### src/rtl/tile_operand_streamer.sv
// tile_operand_streamer: tile-ordered A/B operand sequencer over two 1-cycle RAMs.
// Optional STREAMER_STALL_CNT_EN adds stall_cnt_out (stalled-beat cycle counter).
module tile_operand_streamer #(
   parameter int DATA_WIDTH  = 64,
   parameter int A_NUM_WIDTH = 3,
   parameter int B_NUM_WIDTH = 3,
   parameter int N_MAX_WIDTH = 32,
   parameter int ADDR_WIDTH  = 16
) (
   input  logic                   clk,
   input  logic                   rst,
   input  logic                   start_in,
   input  logic [N_MAX_WIDTH-1:0] N_in,
   output logic                   A_rd_en_out,
   output logic [ADDR_WIDTH-1:0]  A_addr_out,
   input  logic [DATA_WIDTH-1:0]  A_rd_data_in,
   output logic                   B_rd_en_out,
   output logic [ADDR_WIDTH-1:0]  B_addr_out,
   input  logic [DATA_WIDTH-1:0]  B_rd_data_in,
   output logic [DATA_WIDTH-1:0]  A_out,
   output logic [DATA_WIDTH-1:0]  B_out,
   output logic                   A_valid_out,
   output logic                   B_valid_out,
   input  logic                   out_ready_in,
   output logic                   busy_out,
   output logic                   done_out,
`ifdef STREAMER_STALL_CNT_EN
   output logic [31:0]            stall_cnt_out,
`endif
   output logic                   err_out
);

   localparam int SI   = 1 << A_NUM_WIDTH;
   localparam int SJ   = 1 << B_NUM_WIDTH;
   localparam int SMAX = (SI > SJ) ? SI : SJ;
   localparam int IW   = (SMAX > 1) ? $clog2(SMAX) : 1;

   localparam logic [ADDR_WIDTH-1:0] ONE = ADDR_WIDTH'(1);
   localparam logic [2*N_MAX_WIDTH-1:0] NSQ_LIM =
      (2*N_MAX_WIDTH)'(1) << ADDR_WIDTH;

   typedef enum logic [1:0] {S_IDLE, S_RUN, S_DRAIN, S_DONE} state_t;

   typedef struct packed {
      logic                  av;
      logic                  bv;
      logic [DATA_WIDTH-1:0] a;
      logic [DATA_WIDTH-1:0] b;
   } beat_t;

   state_t                state_q, state_d;
   logic [ADDR_WIDTH-1:0] nsz_q, nsz_d;
   logic [ADDR_WIDTH-1:0] n_q, n_d, j_q, j_d, i_q, i_d;
   logic [IW-1:0]         ii_q, ii_d;
   logic                  err_q, err_d;
   logic                  inflight_q, inflight_d;
   logic                  inf_av_q, inf_av_d;
   logic                  inf_bv_q, inf_bv_d;
   beat_t [1:0]           fifo_q, fifo_d;
   logic                  wr_ptr_q, wr_ptr_d;
   logic                  rd_ptr_q, rd_ptr_d;
   logic [1:0]            cnt_q, cnt_d;

   logic [2*N_MAX_WIDTH-1:0] n_wide, nsq;
   logic                  n_ok, start_ok;
   logic                  pop, issue, a_lane, b_lane, out_vld;
   logic [2:0]            occ;
   logic [ADDR_WIDTH-1:0] row_a, col_b, j_last, i_last;
   beat_t                 head;

   always_comb begin
      n_wide   = (2*N_MAX_WIDTH)'(N_in);
      nsq      = n_wide * n_wide;
      n_ok     = (N_in != '0)
              && ((N_in & N_MAX_WIDTH'(SI - 1)) == '0)
              && ((N_in & N_MAX_WIDTH'(SJ - 1)) == '0)
              && (nsq <= NSQ_LIM);
      start_ok = (state_q == S_IDLE) && start_in && n_ok;
   end

   // Occupancy counts reads still in the RAM pipe so the 2-deep FIFO never overflows.
   assign head    = fifo_q[rd_ptr_q];
   assign out_vld = (cnt_q != 2'd0);
   assign pop     = out_vld & out_ready_in;
   assign occ     = 3'(cnt_q) + 3'(inflight_q) - 3'(pop);
   assign issue   = (state_q == S_RUN) && (occ < 3'd2);
   assign a_lane  = (int'(ii_q) < SI);
   assign b_lane  = (int'(ii_q) < SJ);

   assign i_last = (nsz_q >> A_NUM_WIDTH) - ONE;
   assign j_last = (nsz_q >> B_NUM_WIDTH) - ONE;
   assign row_a  = (i_q << A_NUM_WIDTH) + ADDR_WIDTH'(ii_q);
   assign col_b  = (j_q << B_NUM_WIDTH) + ADDR_WIDTH'(ii_q);

   assign A_rd_en_out = issue & a_lane;
   assign B_rd_en_out = issue & b_lane;
   assign A_addr_out  = A_rd_en_out ? (row_a * nsz_q + n_q) : '0;
   assign B_addr_out  = B_rd_en_out ? (n_q * nsz_q + col_b) : '0;

   assign A_valid_out = out_vld & head.av;
   assign B_valid_out = out_vld & head.bv;
   assign A_out       = A_valid_out ? head.a : '0;
   assign B_out       = B_valid_out ? head.b : '0;
   assign busy_out    = (state_q == S_RUN) || (state_q == S_DRAIN);
   assign done_out    = (state_q == S_DONE);
   assign err_out     = err_q;

   always_comb begin
      state_d    = state_q;
      nsz_d      = nsz_q;
      err_d      = err_q;
      n_d        = n_q;
      j_d        = j_q;
      i_d        = i_q;
      ii_d       = ii_q;
      inflight_d = issue;
      inf_av_d   = issue & a_lane;
      inf_bv_d   = issue & b_lane;
      unique case (state_q)
         S_IDLE: begin
            if (start_ok) begin
               state_d = S_RUN;
               nsz_d   = ADDR_WIDTH'(N_in);
               err_d   = 1'b0;
               n_d     = '0;
               j_d     = '0;
               i_d     = '0;
               ii_d    = '0;
            end else if (start_in) begin
               err_d = 1'b1;
            end
         end
         S_RUN: begin
            if (issue) begin
               if (ii_q != IW'(SMAX - 1)) begin
                  ii_d = ii_q + IW'(1);
               end else begin
                  ii_d = '0;
                  if (n_q != nsz_q - ONE) begin
                     n_d = n_q + ONE;
                  end else begin
                     n_d = '0;
                     if (j_q != j_last) begin
                        j_d = j_q + ONE;
                     end else begin
                        j_d = '0;
                        if (i_q != i_last) begin
                           i_d = i_q + ONE;
                        end else begin
                           i_d     = '0;
                           state_d = S_DRAIN;
                        end
                     end
                  end
               end
            end
         end
         // Finish as the last beat leaves so done lands the cycle after it.
         S_DRAIN: begin
            if (cnt_d == 2'd0 && !inflight_q) state_d = S_DONE;
         end
         S_DONE:  state_d = S_IDLE;
         default: state_d = S_IDLE;
      endcase
   end

   always_comb begin
      fifo_d   = fifo_q;
      wr_ptr_d = wr_ptr_q ^ inflight_q;
      rd_ptr_d = rd_ptr_q ^ pop;
      cnt_d    = cnt_q + {1'b0, inflight_q} - {1'b0, pop};
      if (inflight_q) begin
         fifo_d[wr_ptr_q].av = inf_av_q;
         fifo_d[wr_ptr_q].bv = inf_bv_q;
         fifo_d[wr_ptr_q].a  = inf_av_q ? A_rd_data_in : '0;
         fifo_d[wr_ptr_q].b  = inf_bv_q ? B_rd_data_in : '0;
      end
   end

   always_ff @(posedge clk or posedge rst) begin
      if (rst) begin
         state_q    <= S_IDLE;
         nsz_q      <= '0;
         err_q      <= 1'b0;
         n_q        <= '0;
         j_q        <= '0;
         i_q        <= '0;
         ii_q       <= '0;
         inflight_q <= 1'b0;
         inf_av_q   <= 1'b0;
         inf_bv_q   <= 1'b0;
         fifo_q     <= '0;
         wr_ptr_q   <= 1'b0;
         rd_ptr_q   <= 1'b0;
         cnt_q      <= 2'd0;
      end else begin
         state_q    <= state_d;
         nsz_q      <= nsz_d;
         err_q      <= err_d;
         n_q        <= n_d;
         j_q        <= j_d;
         i_q        <= i_d;
         ii_q       <= ii_d;
         inflight_q <= inflight_d;
         inf_av_q   <= inf_av_d;
         inf_bv_q   <= inf_bv_d;
         fifo_q     <= fifo_d;
         wr_ptr_q   <= wr_ptr_d;
         rd_ptr_q   <= rd_ptr_d;
         cnt_q      <= cnt_d;
      end
   end

`ifdef STREAMER_STALL_CNT_EN
   logic [31:0] stall_q, stall_d;

   always_comb begin
      stall_d = stall_q;
      if (start_ok) begin
         stall_d = '0;
      end else if (busy_out && out_vld && !out_ready_in && stall_q != '1) begin
         stall_d = stall_q + 32'd1;
      end
   end

   always_ff @(posedge clk or posedge rst) begin
      if (rst) stall_q <= '0;
      else     stall_q <= stall_d;
   end

   assign stall_cnt_out = stall_q;
`endif

endmodule

### config.mk
export PLATFORM = sky130hd
export DESIGN_NAME = tile_operand_streamer
export DESIGN_NICKNAME = d
export VERILOG_FILES = /design/src/rtl/tile_operand_streamer.sv
export SDC_FILE = /design/constraint.sdc
export NUM_CORES = 2
export LEC_CHECK = 0
export CAP_MARGIN = 20
export CORE_UTILIZATION = 45
export CTS_CLUSTER_SIZE = 8
export DETAILED_ROUTE_END_ITERATION = 12
export GPL_TIMING_DRIVEN = 0
export HOLD_SLACK_MARGIN = 0.08
export SYNTH_ARGS = -nofsm -noshare
export SYNTH_HDL_FRONTEND = slang
export SYNTH_SLANG_ARGS = --single-unit
export TNS_END_PERCENT = 5
### constraint.sdc
create_clock -name clk -period 12.82 [get_ports clk]
set_clock_uncertainty 0.1 [all_clocks]
set_input_delay 2.564 -clock clk [delete_from_list [all_inputs] [get_ports clk]]
set_output_delay 2.564 -clock clk [all_outputs]
set_load 0.005 [all_outputs]
==> metrics.json <==
{
  "run_status": {
    "run_status": "completed"
  },
  "worst_setup_path": {
    "critPathLaunch": "N_in[10]",
    "endpoint": "i_q[2]",
    "worstSetupEndpointType": "register",
    "worst-path-stages": 33,
    "critical-path-slowest-cell": "fa_1",
    "crit-reg2reg-capture": "i_q[2]",
    "worst-r2r-cell-count": 17,
    "critical_path.reg2reg.startpoint": "nsz_q[4]",
    "worst-path-buf-inv": 10,
    "crit_arrival_ns": 13.03,
    "critical_path.startpoint_type": "primary input",
    "critical_path_class": "primary input to register",
    "critPathTopFamily": "adder cells",
    "crit_path_max_incr_delay_ns": 0.64,
    "cp.required_ns": 13.24,
    "reg2reg_setup_slack_ns": 7.21,
    "worst-path-max-fanout": 10,
    "critical_path.most_common_cell": "fa_1"
  },
  "die": {
    "number_of_standard_cell_rows_in_the_floorplan": 128,
    "dieHeight_um": 354,
    "starting_utilization_of_the_core_area": 0.455,
    "floorplan.core_area_um2": 122000,
    "die_area_um2": 125000,
    "die_width_um": 354,
    "ios": 331
  },
  "synthesis": {
    "ys.flop_type": "dfrtp_1",
    "synth-edff-count": 0,
    "yosys_warnings": 0,
    "yosys-top-cells-area": "fa_1 (36%), dfrtp_1 (15%), inv_1 (11%)",
    "syn_inst": 6390,
    "synth_net_count": 7942,
    "post_synth.cell_area_avg_um2": 8.72,
    "yosys_register_bits": 333,
    "yosysTopAreaCell": "fa_1",
    "syn-cell-area_um2": 55700,
    "synthArstFlopShare": 1.00,
    "post_synth_num_cell_types": 89,
    "seq_area_frac_synth": 0.150,
    "synth_largest_type_area_fraction": 0.357
  },
  "global_routing": {
    "antenna_found_initial": 19,
    "wire_length_of_the_first_global_routing_pass_mm": 281,
    "grt.total_usage": 0.296,
    "vias_in_the_first_global_route": 46607,
    "grt_start_max_net_pins": 91,
    "grt_overflow_total": 0
  },
  "finish": {
    "multi_input_comb_area_um2": 40100,
    "syn_to_final_growth_pct": 12.7,
    "ff_latch_area_um2": 8330,
    "mostFrequentLayoutCell": "inv_1",
    "final_cell_mix": "inv_1 (1613), fa_1 (994), nand2_1 (732), ha_1 (394), o21ai_0 (356)",
    "drive_gt1_frac": 0.0349,
    "nets_final": 8328,
    "layout.filler_cells": 11808
  },
  "timing": {
    "final.setup.tns_ns": 0,
    "minimum_setup_slack_in_the_final_design_ns": 0.205,
    "timing.fmax_ghz": 0.0793,
    "fin_crit_sh": 0.984,
    "final-max-slew-violation-count": 0,
    "rsz0062_at_grt": "false",
    "finalSetupViolations": 0,
    "worst_pin_slew_ns": 1.03,
    "post-route-min-period_ns": 12.61,
    "hold_slack_ns": 0.418,
    "hold_violations": 0,
    "slew_headroom": 0.313
  },
  "route": {
    "drt-pass1-iter-count": 7,
    "avgRoutedWirePerCell_um": 21.7,
    "drtAntennaViolNets": 0,
    "detail_route.iter0.violations": 3478,
    "dr_total_vias": 44652,
    "detail_route.wirelength_mm": 183,
    "vias_per_cell": 5.30,
    "route.detailed.drc": 0
  },
  "place": {
    "place_worst_setup_slack_ns": -1.96,
    "gp_congestion": 1.04,
    "place_hpwl_mm": 148,
    "port-buffer-count": 326
  },
  "clocking": {
    "clkLatencyLatePin_ns": 0.58,
    "cts.htree.levels": 2,
    "clk_path_buf_depth": 3,
    "tritoncts": "done",
    "holdBufCountCts": 0,
    "cts.reportedPaths.clkPinSlew_ns": 0.05,
    "numClockSinks": 333,
    "clk_root_buffer_cell": "clkbuf_16",
    "number_of_cts_inserted_buffers": 48
  },
  "job": {
    "cap_violations": 0
  },
  "min_path": {
    "type_of_the_most_critical_hold_path": "register to register"
  }
}
==> state kept, by name (all words and copies together), names as in the netlist, 2 cells and up <==
| signal | cells |
|---|---|
| state_q | 2 |
| cnt_q | 2 |
| n_q | 16 |
| nsz_q | 16 |
| ii_q | 3 |
| j_q | 16 |
| fifo_q | 258 |
| i_q | 16 |
==> routing by layer <==
| layer | track usage | share of wire |
|---|---|---|
| met5 | 0 | 0.00046 |
| met4 | 0.143 | 0.055 |
| met3 | 0.0378 | 0.066 |
| met1 | 0.387 | 0.40 |
| met2 | 0.487 | 0.48 |
==> synthesized netlist by cell type, types with 65 or more instances <==
cell and number:
dfrtp_1 333, o21ai_0 359, ha_1 394, xor2_1 65
inv_1 1615, fa_1 994, mux2i_1 138, and2_1 266
clkbuf_1 293, xnor2_1 131, nand3_1 162, nor2_1 290
nand2_1 732, a21oi_1 116
==> through the flow <==
stage,utilization,area (µm²),instances
after global routing,0.513,62800,8416
after floorplan,-,55700,6390
after global placement,0.499,61000,8341
after detailed placement,0.500,61200,8349
final,0.513,62800,8419
after CTS,0.512,62600,8407
==> worst reg2reg max path, stage by stage, from the launching register on <==
cell and delay, ns:
dfrtp_1 0.35, clkbuf_1 0.31, clkbuf_1 0.45, inv_1 0.23
ha_1 0.28, or3b_1 0.46, nor3_2 0.33, nand3_1 0.21
nor3b_1 0.26, a21oi_1 0.05, o21ai_0 0.17, mux2i_1 0.10
o41ai_2 0.89, nand2_1 0.22, a211o_1 0.39, or2_1 0.34
buf_2 0.23, o21ai_1 0.17
==> what timing repair did <==
item	in CTS	in global routing
buffers inserted	2	2
pin swaps	1	1
gates resized for setup	86	111
setup endpoints to repair	70	67
gates cloned	0	0
==> layout make-up <==
| type | instances | share of cell area |
|---|---|---|
| Clock inverter | 4 | 0.00157 |
| Buffer | 328 | 0.0232 |
| Inverter | 1616 | 0.0968 |
| Sequential cell | 333 | 0.133 |
| Clock buffer | 52 | 0.0195 |
| Multi-Input combinational cell | 4111 | 0.638 |
| Antenna cell | 12 | 0.000478 |
| Timing Repair Buffer | 338 | 0.0552 |
| Tap cell | 1625 | 0.0324 |
==> worst min-delay path by stage <==
stage	start	end	slack, ns	depth (start not counted)
6_report	fifo_q[147]	fifo_q[147]	0.42	2
3_3_place_gp	i_q[15]	i_q[15]	0.40	1
5_1_grt	fifo_q[124]	fifo_q[124]	0.43	2
3_5_place_dp	fifo_q[37]	fifo_q[37]	0.41	2
4_1_cts	fifo_q[63]	fifo_q[63]	0.42	2
2_1_floorplan	j_q[3]	j_q[3]	0.37	1
==> cells by family after synthesis <==
kind of cell               Yosys count  synth area share
AOI/OAI and AO/OA                  711            0.0762
buffers and inverters             1946             0.132
xor gates and xnor gates           196            0.0308
muxes                              154            0.0281
DFF                                333             0.150
adders and majority gates         1388             0.446
and+or+nand+nor                   1662             0.138
Power is left out: the tool's default activity adds up to more than one toggle a clock period on the data nets, which glitch-free logic cannot reach.
